File: config.mk
export PLATFORM = sky130hd
export DESIGN_NAME = alu_op_arbiter
export DESIGN_NICKNAME = d
export VERILOG_FILES = /design/src/rtl/alu_op_arbiter.sv
export SDC_FILE = /design/constraint.sdc
export NUM_CORES = 1
export LEC_CHECK = 0
export CELL_PAD_IN_SITES_DETAIL_PLACEMENT = 1
export CELL_PAD_IN_SITES_GLOBAL_PLACEMENT = 2
export CORE_ASPECT_RATIO = 0.7
export CORE_UTILIZATION = 26
export CTS_CLUSTER_DIAMETER = 200
export DETAILED_ROUTE_END_ITERATION = 6
export PLACE_DENSITY_LB_ADDON = 0.1
export SKIP_CTS_REPAIR_TIMING = 1
export SLEW_MARGIN = 30
export SYNTH_ARGS = -nofsm -noshare
export SYNTH_HDL_FRONTEND = slang
export SYNTH_SLANG_ARGS = --single-unit
File: constraint.sdc
create_clock -name Clk -period 2.6 [get_ports Clk]
set_input_delay 0.52 -clock Clk [delete_from_list [all_inputs] [get_ports Clk]]
set_output_delay 0.52 -clock Clk [all_outputs]
set_load 0.01 [all_outputs]
File: src/rtl/alu_op_arbiter.sv
// alu_op_arbiter
//   Shares one 4-bit arithmetic / arithmetical-shift unit between two
//   requesters. A round-robin arbiter accepts one operation at a time,
//   drives the unit from registered operands, waits SETTLE_CYCLES edges,
//   captures the unit outputs and returns them, tagged with the requester
//   ID, over a valid/ready response channel.
//
// Ports
//   Clk, Rst                       clock, asynchronous active-high reset
//   Req{0,1}_Valid/_Ready          request handshake (Ready combinational)
//   Req{0,1}_A/_B/_Sel             request operands and operation select
//   Alu_A/_B/_Sel                  registered operands to the unit
//   Alu_Out/_Carry_Out/_Neg_Flag   unit results
//   Rsp_Valid/_Ready               response handshake
//   Rsp_Id/_Out/_Carry/_Neg        captured response
//   Busy                           high whenever the sequencer is not IDLE
module alu_op_arbiter #(
    parameter int unsigned SETTLE_CYCLES = 1
) (
    input  logic       Clk,
    input  logic       Rst,
    input  logic       Req0_Valid,
    output logic       Req0_Ready,
    input  logic [3:0] Req0_A,
    input  logic [3:0] Req0_B,
    input  logic [4:0] Req0_Sel,
    input  logic       Req1_Valid,
    output logic       Req1_Ready,
    input  logic [3:0] Req1_A,
    input  logic [3:0] Req1_B,
    input  logic [4:0] Req1_Sel,
    output logic [3:0] Alu_A,
    output logic [3:0] Alu_B,
    output logic [4:0] Alu_Sel,
    input  logic [3:0] Alu_Out,
    input  logic       Alu_Carry_Out,
    input  logic       Alu_Neg_Flag,
    output logic       Rsp_Valid,
    input  logic       Rsp_Ready,
    output logic       Rsp_Id,
    output logic [3:0] Rsp_Out,
    output logic       Rsp_Carry,
    output logic       Rsp_Neg,
    output logic       Busy
);

    if (SETTLE_CYCLES < 1 || SETTLE_CYCLES > 15) begin : g_bad_settle
        $error("alu_op_arbiter: SETTLE_CYCLES must be in 1..15");
    end

    typedef enum logic [1:0] {
        IDLE,
        SETTLE,
        RESPOND
    } state_t;

    state_t     state_q, state_d;
    logic       last_grant_q, last_grant_d;
    logic [3:0] cnt_q, cnt_d;
    logic [3:0] alu_a_q, alu_a_d;
    logic [3:0] alu_b_q, alu_b_d;
    logic [4:0] alu_sel_q, alu_sel_d;
    logic       rsp_valid_q, rsp_valid_d;
    logic       rsp_id_q, rsp_id_d;
    logic [3:0] rsp_out_q, rsp_out_d;
    logic       rsp_carry_q, rsp_carry_d;
    logic       rsp_neg_q, rsp_neg_d;

    logic idle;
    logic accept;
    logic winner;

    // Under contention the grant goes to the requester that did not win last.
    assign idle       = (state_q == IDLE);
    assign Req0_Ready = idle & Req0_Valid & (~Req1_Valid | last_grant_q);
    assign Req1_Ready = idle & Req1_Valid & (~Req0_Valid | ~last_grant_q);
    assign accept     = (Req0_Valid & Req0_Ready) | (Req1_Valid & Req1_Ready);
    assign winner     = Req1_Ready;

    always_comb begin
        state_d      = state_q;
        last_grant_d = last_grant_q;
        cnt_d        = cnt_q;
        alu_a_d      = alu_a_q;
        alu_b_d      = alu_b_q;
        alu_sel_d    = alu_sel_q;
        rsp_valid_d  = rsp_valid_q;
        rsp_id_d     = rsp_id_q;
        rsp_out_d    = rsp_out_q;
        rsp_carry_d  = rsp_carry_q;
        rsp_neg_d    = rsp_neg_q;

        unique case (state_q)
            IDLE: begin
                if (accept) begin
                    alu_a_d      = winner ? Req1_A   : Req0_A;
                    alu_b_d      = winner ? Req1_B   : Req0_B;
                    alu_sel_d    = winner ? Req1_Sel : Req0_Sel;
                    rsp_id_d     = winner;
                    last_grant_d = winner;
                    cnt_d        = 4'(SETTLE_CYCLES);
                    state_d      = SETTLE;
                end
            end
            SETTLE: begin
                cnt_d = cnt_q - 4'd1;
                if (cnt_q == 4'd1) begin
                    rsp_out_d   = Alu_Out;
                    rsp_carry_d = Alu_Carry_Out;
                    rsp_neg_d   = Alu_Neg_Flag;
                    rsp_valid_d = 1'b1;
                    state_d     = RESPOND;
                end
            end
            RESPOND: begin
                if (Rsp_Ready) begin
                    rsp_valid_d = 1'b0;
                    state_d     = IDLE;
                end
            end
            default: state_d = IDLE;
        endcase
    end

    always_ff @(posedge Clk or posedge Rst) begin
        if (Rst) begin
            state_q      <= IDLE;
            last_grant_q <= 1'b1;
            cnt_q        <= '0;
            alu_a_q      <= '0;
            alu_b_q      <= '0;
            alu_sel_q    <= '0;
            rsp_valid_q  <= 1'b0;
            rsp_id_q     <= 1'b0;
            rsp_out_q    <= '0;
            rsp_carry_q  <= 1'b0;
            rsp_neg_q    <= 1'b0;
        end else begin
            state_q      <= state_d;
            last_grant_q <= last_grant_d;
            cnt_q        <= cnt_d;
            alu_a_q      <= alu_a_d;
            alu_b_q      <= alu_b_d;
            alu_sel_q    <= alu_sel_d;
            rsp_valid_q  <= rsp_valid_d;
            rsp_id_q     <= rsp_id_d;
            rsp_out_q    <= rsp_out_d;
            rsp_carry_q  <= rsp_carry_d;
            rsp_neg_q    <= rsp_neg_d;
        end
    end

    assign Alu_A     = alu_a_q;
    assign Alu_B     = alu_b_q;
    assign Alu_Sel   = alu_sel_q;
    assign Rsp_Valid = rsp_valid_q;
    assign Rsp_Id    = rsp_id_q;
    assign Rsp_Out   = rsp_out_q;
    assign Rsp_Carry = rsp_carry_q;
    assign Rsp_Neg   = rsp_neg_q;
    assign Busy      = ~idle;

endmodule

==> key figures <==
Outcome
  – Status: finished, final reports clean

Yosys
  – Yosys cell types: 31
  – Synthesis warning total: 0
  – Post-synth EDFFs: 0
  – Gate Count Post-Synth: 133
  – Syn_nets: 172
  – Main synth FF type: dfrtp_1
  – Syn avg cell area: 10.6 um2
  – Share of the synthesized area in the top cell type: 0.479
  – Register area share after synthesis: 0.498
  – Fraction of registers with async set/reset: 1.00
  – Most numerous cell in the Yosys netlist: dfrtp_1
  – Post-Syn Area: 1410 um2
  – Ranking of synthesized cells by area: dfrtp_1, o311ai_2, o21ai_0
  – Most frequent cells after synthesis: dfrtp_1, inv_1, o21ai_0, nand3_1, o311ai_2
  – Synthesis-stage register bit count: 28
  – Biggest area consumer among synthesized cells: dfrtp_1

Global route
  – Congestion Overflow GR: 0
  – First-pass GRT wire length: 7.10 mm
  – GRT Util Overall: 0.156
  – Initial antenna violation count: 0
  – Largest net degree at the start of global routing: 29
  – Vias in the first global route: 1,403

Run
  – Max-Cap Viols: 0

Clock network
  – Cts bufs inserted: 3
  – Root Driver: clkbuf_8
  – CTS clock-pin slew for the worst setup and hold paths: 100 ps
  – Worst-Skew Late Latency: 280 ps
  – H-tree Lvls: 1
  – Clk sink count: 28
  – Deepest clock path buffer count: 2
  – CTS tree: yes

Setup path
  – CP required: 2080 ps
  – Worst setup SP type: primary input
  – Max FO, Critical Path: 5
  – CP Class: in -> out
  – Crit path DAT: 1890 ps
  – CP Capture Type: primary output

STA
  – Period minus WS final: 2410 ps
  – Slew @ Worst Pin: 921 ps
  – Fin crit share: 0.928
  – Pins over their slew limit: 0
  – RSZ-0062 raised after global routing: false
  – Max transition margin: 0.384
  – Clock Skew: 4.55 ps
  – Setup_tns: 0 ps
  – Final WS setup: 188 ps
  – Final Hold Vio Count: 0
  – Final setup fails: 0
  – FMAX: 415 MHz

Detailed routing
  – Total Wirelength: 4.08 mm
  – WL/cell: 15.2 um
  – DRT Pass-1 Iters: 4
  – Via count: 1,261
  – Initial DRC count: 47
  – DR vias/cell: 4.69
  – DRC violations left: 0
  – Antenna viol nets, final: 0

Floorplan
  – Core area: 5230 um2
  – Height of the die: 63.6 um
  – Initial Utilization: 0.270
  – Die width: 90.0 um
  – Die outline area: 5730 um2
  – Site Rows: 22
  – I/O pins: 61

Power
  – Peak VDD IR: 0.359 mV
  – Lkg Pwr: 0.903 nW
  – Power per cell area: 1080 nW/um2

Finish
  – Inserted Diodes: 0
  – Finished Layout Cells: 269
  – Layout area overhead: 53.7%
  – Fill cells: 594
  – Share of layout cells above drive strength 1: 0.152
  – Final #Nets: 237

Placement
  – Placer Congestion: 0.750
  – Port bufs: 60
  – Setup WS pre-CTS: 51.0 ps
  – Placed cells: 265
  – HPWL after DPL: 3.00 mm

Min path
  – Worst Hold Class: reg -> reg
## final timing paths
check	to	slack, ps	depth (start not counted)	start
max in group asynchronous	last_grant_q	1680	3	Rst
max reg2reg	Rsp_Out[0]	1030	5	cnt_q[1]
min reg2reg	Rsp_Id	500	1	Rsp_Id
max	Req0_Ready	190	4	Req0_Valid
min in group asynchronous	Rsp_Out[0]	600	3	Rst
min	Rsp_Id	500	1	Rsp_Id
## layout by cell type, fill, tap and decap left out, types with 2 or more instances in the layout
cell,netlist,layout
buf_4,1,6
nor2_1,6,6
clkdlybuf4s50_1,0,59
o22ai_1,2,2
dfrtp_1,27,27
nand3_1,13,13
o311ai_0,5,5
ha_1,2,2
mux2_2,6,6
inv_1,19,19
clkbuf_8,0,4
o21ai_0,16,16
nand2b_1,2,2
o311ai_2,8,8
a21oi_1,2,2
nand2_1,5,5
## worst max-delay path: stages
cell and delay [ps]:
clkdlybuf4s50_1 580, nand2_1 100, a21oi_1 140, clkdlybuf4s50_1 550
## logic make-up after synthesis
group	after synthesis	synth area share
compound gates	36	0.212
flops	28	0.498
xor+xnor	2	0.0124
simple gates	34	0.136
buf+inv	25	0.0763
mux	6	0.0479
fa+ha+maj	2	0.0177
## power breakdown
part	total [W]	internal (W)	leakage [nW]	switching (W)
sequential	0.000808	0.000658	0.333	0.000150
clock	0.000279	0.000136	0.0288	0.000143
combinational	0.00125	0.000681	0.542	0.000572
total	0.00234	0.00147	0.903	0.000865
## layout make-up
| cell class | count | area, um2 | area share |
|---|---|---|---|
| well taps | 72 | 90.1 | 0.0416 |
| inverters | 19 | 71.3 | 0.0329 |
| multi-input cells | 80 | 601 | 0.277 |
| flip-flops and latches | 28 | 702 | 0.324 |
| clock buffers | 4 | 55.1 | 0.0254 |
| repair buffers | 66 | 648 | 0.299 |
## metal layers
layer,wire (um),global-route usage
met5,0,0
met4,31,0.0323
met3,229,0.0495
met2,1910,0.254
met1,1910,0.205
## registers in the layout, indices dropped and copies added, names as in the netlist, 2 cells and up
name,flops
Alu_Sel,5
Alu_B,4
Rsp_Out,4
cnt_q,4
state_q,2
Alu_A,4
## stage by stage
stage | area, um2 | total power, W | hold slack (ps) | util
after floorplan | 1410 | 0.00147 | 496 | -
after global placement | 2110 | 0.00206 | 480 | 0.403
after detailed placement | 2110 | 0.00209 | 479 | 0.403
after CTS | 2160 | 0.00238 | 503 | 0.414
after global routing | 2170 | 0.00252 | 517 | 0.414
final | 2170 | 0.00234 | 495 | 0.414
Power figures use the tool's default switching activity.
==> variant: new RTL, same settings <==
Re-encode `state_t` (3 states) as one-hot, 3 bits wide.
--- a/src/rtl/alu_op_arbiter.sv
+++ b/src/rtl/alu_op_arbiter.sv
@@ -48,10 +48,10 @@
         $error("alu_op_arbiter: SETTLE_CYCLES must be in 1..15");
     end
 
-    typedef enum logic [1:0] {
-        IDLE,
-        SETTLE,
-        RESPOND
+    typedef enum logic [2:0] {
+        IDLE    = 3'b001,
+        SETTLE  = 3'b010,
+        RESPOND = 3'b100
     } state_t;
 
     state_t     state_q, state_d;
Formal check against the unedited RTL: same outputs for any inputs over 10 cycles, from zero or initial values and one cycle with Rst high; not proved beyond that.
==> variant against the unedited design <==
  * Routed wire length up 8.7%
  * Global-route usage up 0.91 points
  * Sequential power grew 6.1%
  * Worst setup slack got worse by 120 ps
  * Design area is 1.7% higher
  * Total power increased by 11%
  * Critical path depth unchanged
  * Area after synthesis is 0.44% lower
  * Combinational power is 9% higher
  * Die area is 0.43% lower
  * Sequential cell count up 1
  * Final cell count is 2.2% higher
  * Via count increased by 5.2%
  * Non-clock buffer count increased by 3
  * Largest power group unchanged
  * Highest routed layer unchanged
==> variant: results (changes against the unedited design) <==
Parameter                              Value

Timing
  Worst clock skew ... 7.40 ps (was 4.55 ps)
  Measured slew at the worst slew-check pin ... 667 ps (was 921 ps)

Final layout
  Post-layout nets ... 244 (was 237)
  Antenna Cells ... 0 (unchanged)
  Cell Count, Final, Fillers Out ... 275 (was 269)
  Ratio of cells with drive above 1 in the final layout ... 14.6% (was 15.2%)

GRT
  Number of antenna violations at the first check in global routing ... 0 (unchanged)
  All-Layer GR Usage ... 16.6% (was 15.6%)
  Number of global-route vias before repair ... 1465 (was 1403)
  Pin count of the biggest net entering global routing ... 27 (was 29)
  First-pass GRT wire length ... 7240 um (was 7100 um)

Detailed routing
  Via density per instance ... 4.82 (was 4.69)
  Wire per inst ... 16.1 um (was 15.2 um)
  Routed length on met2 ... 2080 um (was 1910 um)
  M1 wire length ... 2150 um (was 1910 um)
  DRC violation total after the first TritonRoute iteration ... 46 (was 47)
  Met3 wire length ... 131 um (was 229 um)

Power
  Largest voltage drop on the vdd net ... 0.000409 V (was 0.000359 V)
  Cell leakage power ... 0.893 nW (was 0.903 nW)
  Switching share of power ... 37.9% (was 37.0%)
  Clock group total power ... 0.374 mW (was 0.279 mW)
  Total power of the final layout ... 2.59 mW (was 2.34 mW)
  Relative contribution of combinational cells to total power ... 52.4% (was 53.5%)

Synth
  Post-synth net total ... 178 (was 172)
  Average instance area after synthesis ... 10.1 um^2 (was 10.6 um^2)
  Post-synth ARST share ... 100% (unchanged)
  Dominant cells by area after synthesis ... dfrtp_1 48%, a21oi_1 6.1%, a31oi_1 5.8%, o21ai_0 5.7%, mux2_2 4.8% (was dfrtp_1 48%, o311ai_2 9.2%, o21ai_0 5.7%, inv_1 5.1%, mux2_2 4.8%)
  Commonest cells in the synthesized netlist ... 27 x dfrtp_1, 17 x a21oi_1, 16 x o21ai_0, 13 x a31oi_1, 13 x nand3_1 (was 27 x dfrtp_1, 19 x inv_1, 16 x o21ai_0, 13 x nand3_1, 8 x o311ai_2)
  Yosys cell types ... 32 (was 31)
  Portion of the post-synthesis area used by sequential elements ... 51.9% (was 49.8%)

Worst setup path
  Arrival time at the worst endpoint ... 2010 ps (was 1890 ps)
  Max FO, Critical Path ... 5 (unchanged)

Clock tree
  Clock buffer count from CTS ... 5 (was 3)
  Clk pin slew, worst setup/hold paths ... 60 ps (was 100 ps)
  Clk Tree Root Cell ... clkbuf_8 (unchanged)
  H-Tree Depth ... 2 (was 1)

Placement
  Estimated wirelength of the detail-placed design ... 3250 um (was 3000 um)
  Final RePlAce weighted congestion ... 0.732 (was 0.750)
  Setup Slack @ Placement ... 35.4 ps (was 51.0 ps)
  Post-placement cell area ... 2090 um^2 (was 2110 um^2)

Outcome
  Outcome ... completed (unchanged)
variant: changes by cell type in the layout (fill, tap and decap cells not counted), moves of 5 or more:
cell / before / now
a21oi_1: 2 / 17
a31oi_1: 1 / 13
nor2_1: 6 / 1
inv_1: 19 / 7
o311ai_0: 5 / 0
o311ai_2: 8 / 0
variant: final timing paths:
path	start	endpoint	slack, ps	cells past startpoint
worst max-delay path	state_q[0]$_DFFE_PP1P_	Req0_Ready	70	4
worst min-delay path	Rsp_Out[0]$_DFFE_PP0P_	Rsp_Out[0]$_DFFE_PP0P_	510	1
worst max register to register	state_q[0]$_DFFE_PP1P_	Alu_A[0]$_DFFE_PP0P_	390	4
worst min register to register	Rsp_Out[0]$_DFFE_PP0P_	Rsp_Out[0]$_DFFE_PP0P_	510	1
max in group asynchronous	Rst	state_q[0]$_DFFE_PP1P_	1350	3
min in group asynchronous	Rst	Rsp_Out[2]$_DFFE_PP0P_	620	2
variant: area by class of cell:
cell class | count | area, um^2
sequential | 29 | 728
clock buffer | 8 | 90.1
inverter | 7 | 26.3
timing repair buffer | 69 | 671
multi-input combinational | 93 | 602
tap | 69 | 86.3
fill | 570 | 2790
variant: kinds of logic after synthesis:
group | Yosys count | synth area share, %
AO/OA/AOI/OAI | 53 | 21.5
AND/OR/NAND/NOR | 30 | 12.8
flip-flops | 29 | 51.9
buffers and inverters | 17 | 5.88
multiplexers | 7 | 5.53
adder cells (fa/ha/maj) | 2 | 1.78
XOR/XNOR | 1 | 0.624
variant: metal layers:
layer | global-route usage, % | up-vias
li1 | - | 630
met1 | 21.8 | 664
met5 | 0 | -
met2 | 26.2 | 25
met3 | 3.50 | 7
met4 | 7.38 | 0
variant: critical path: stages (launching register included):
cell and delay [ps]:
dfstp_2 580, nor3b_4 320, nand2_1 160, a21oi_1 140
clkdlybuf4s50_1 550
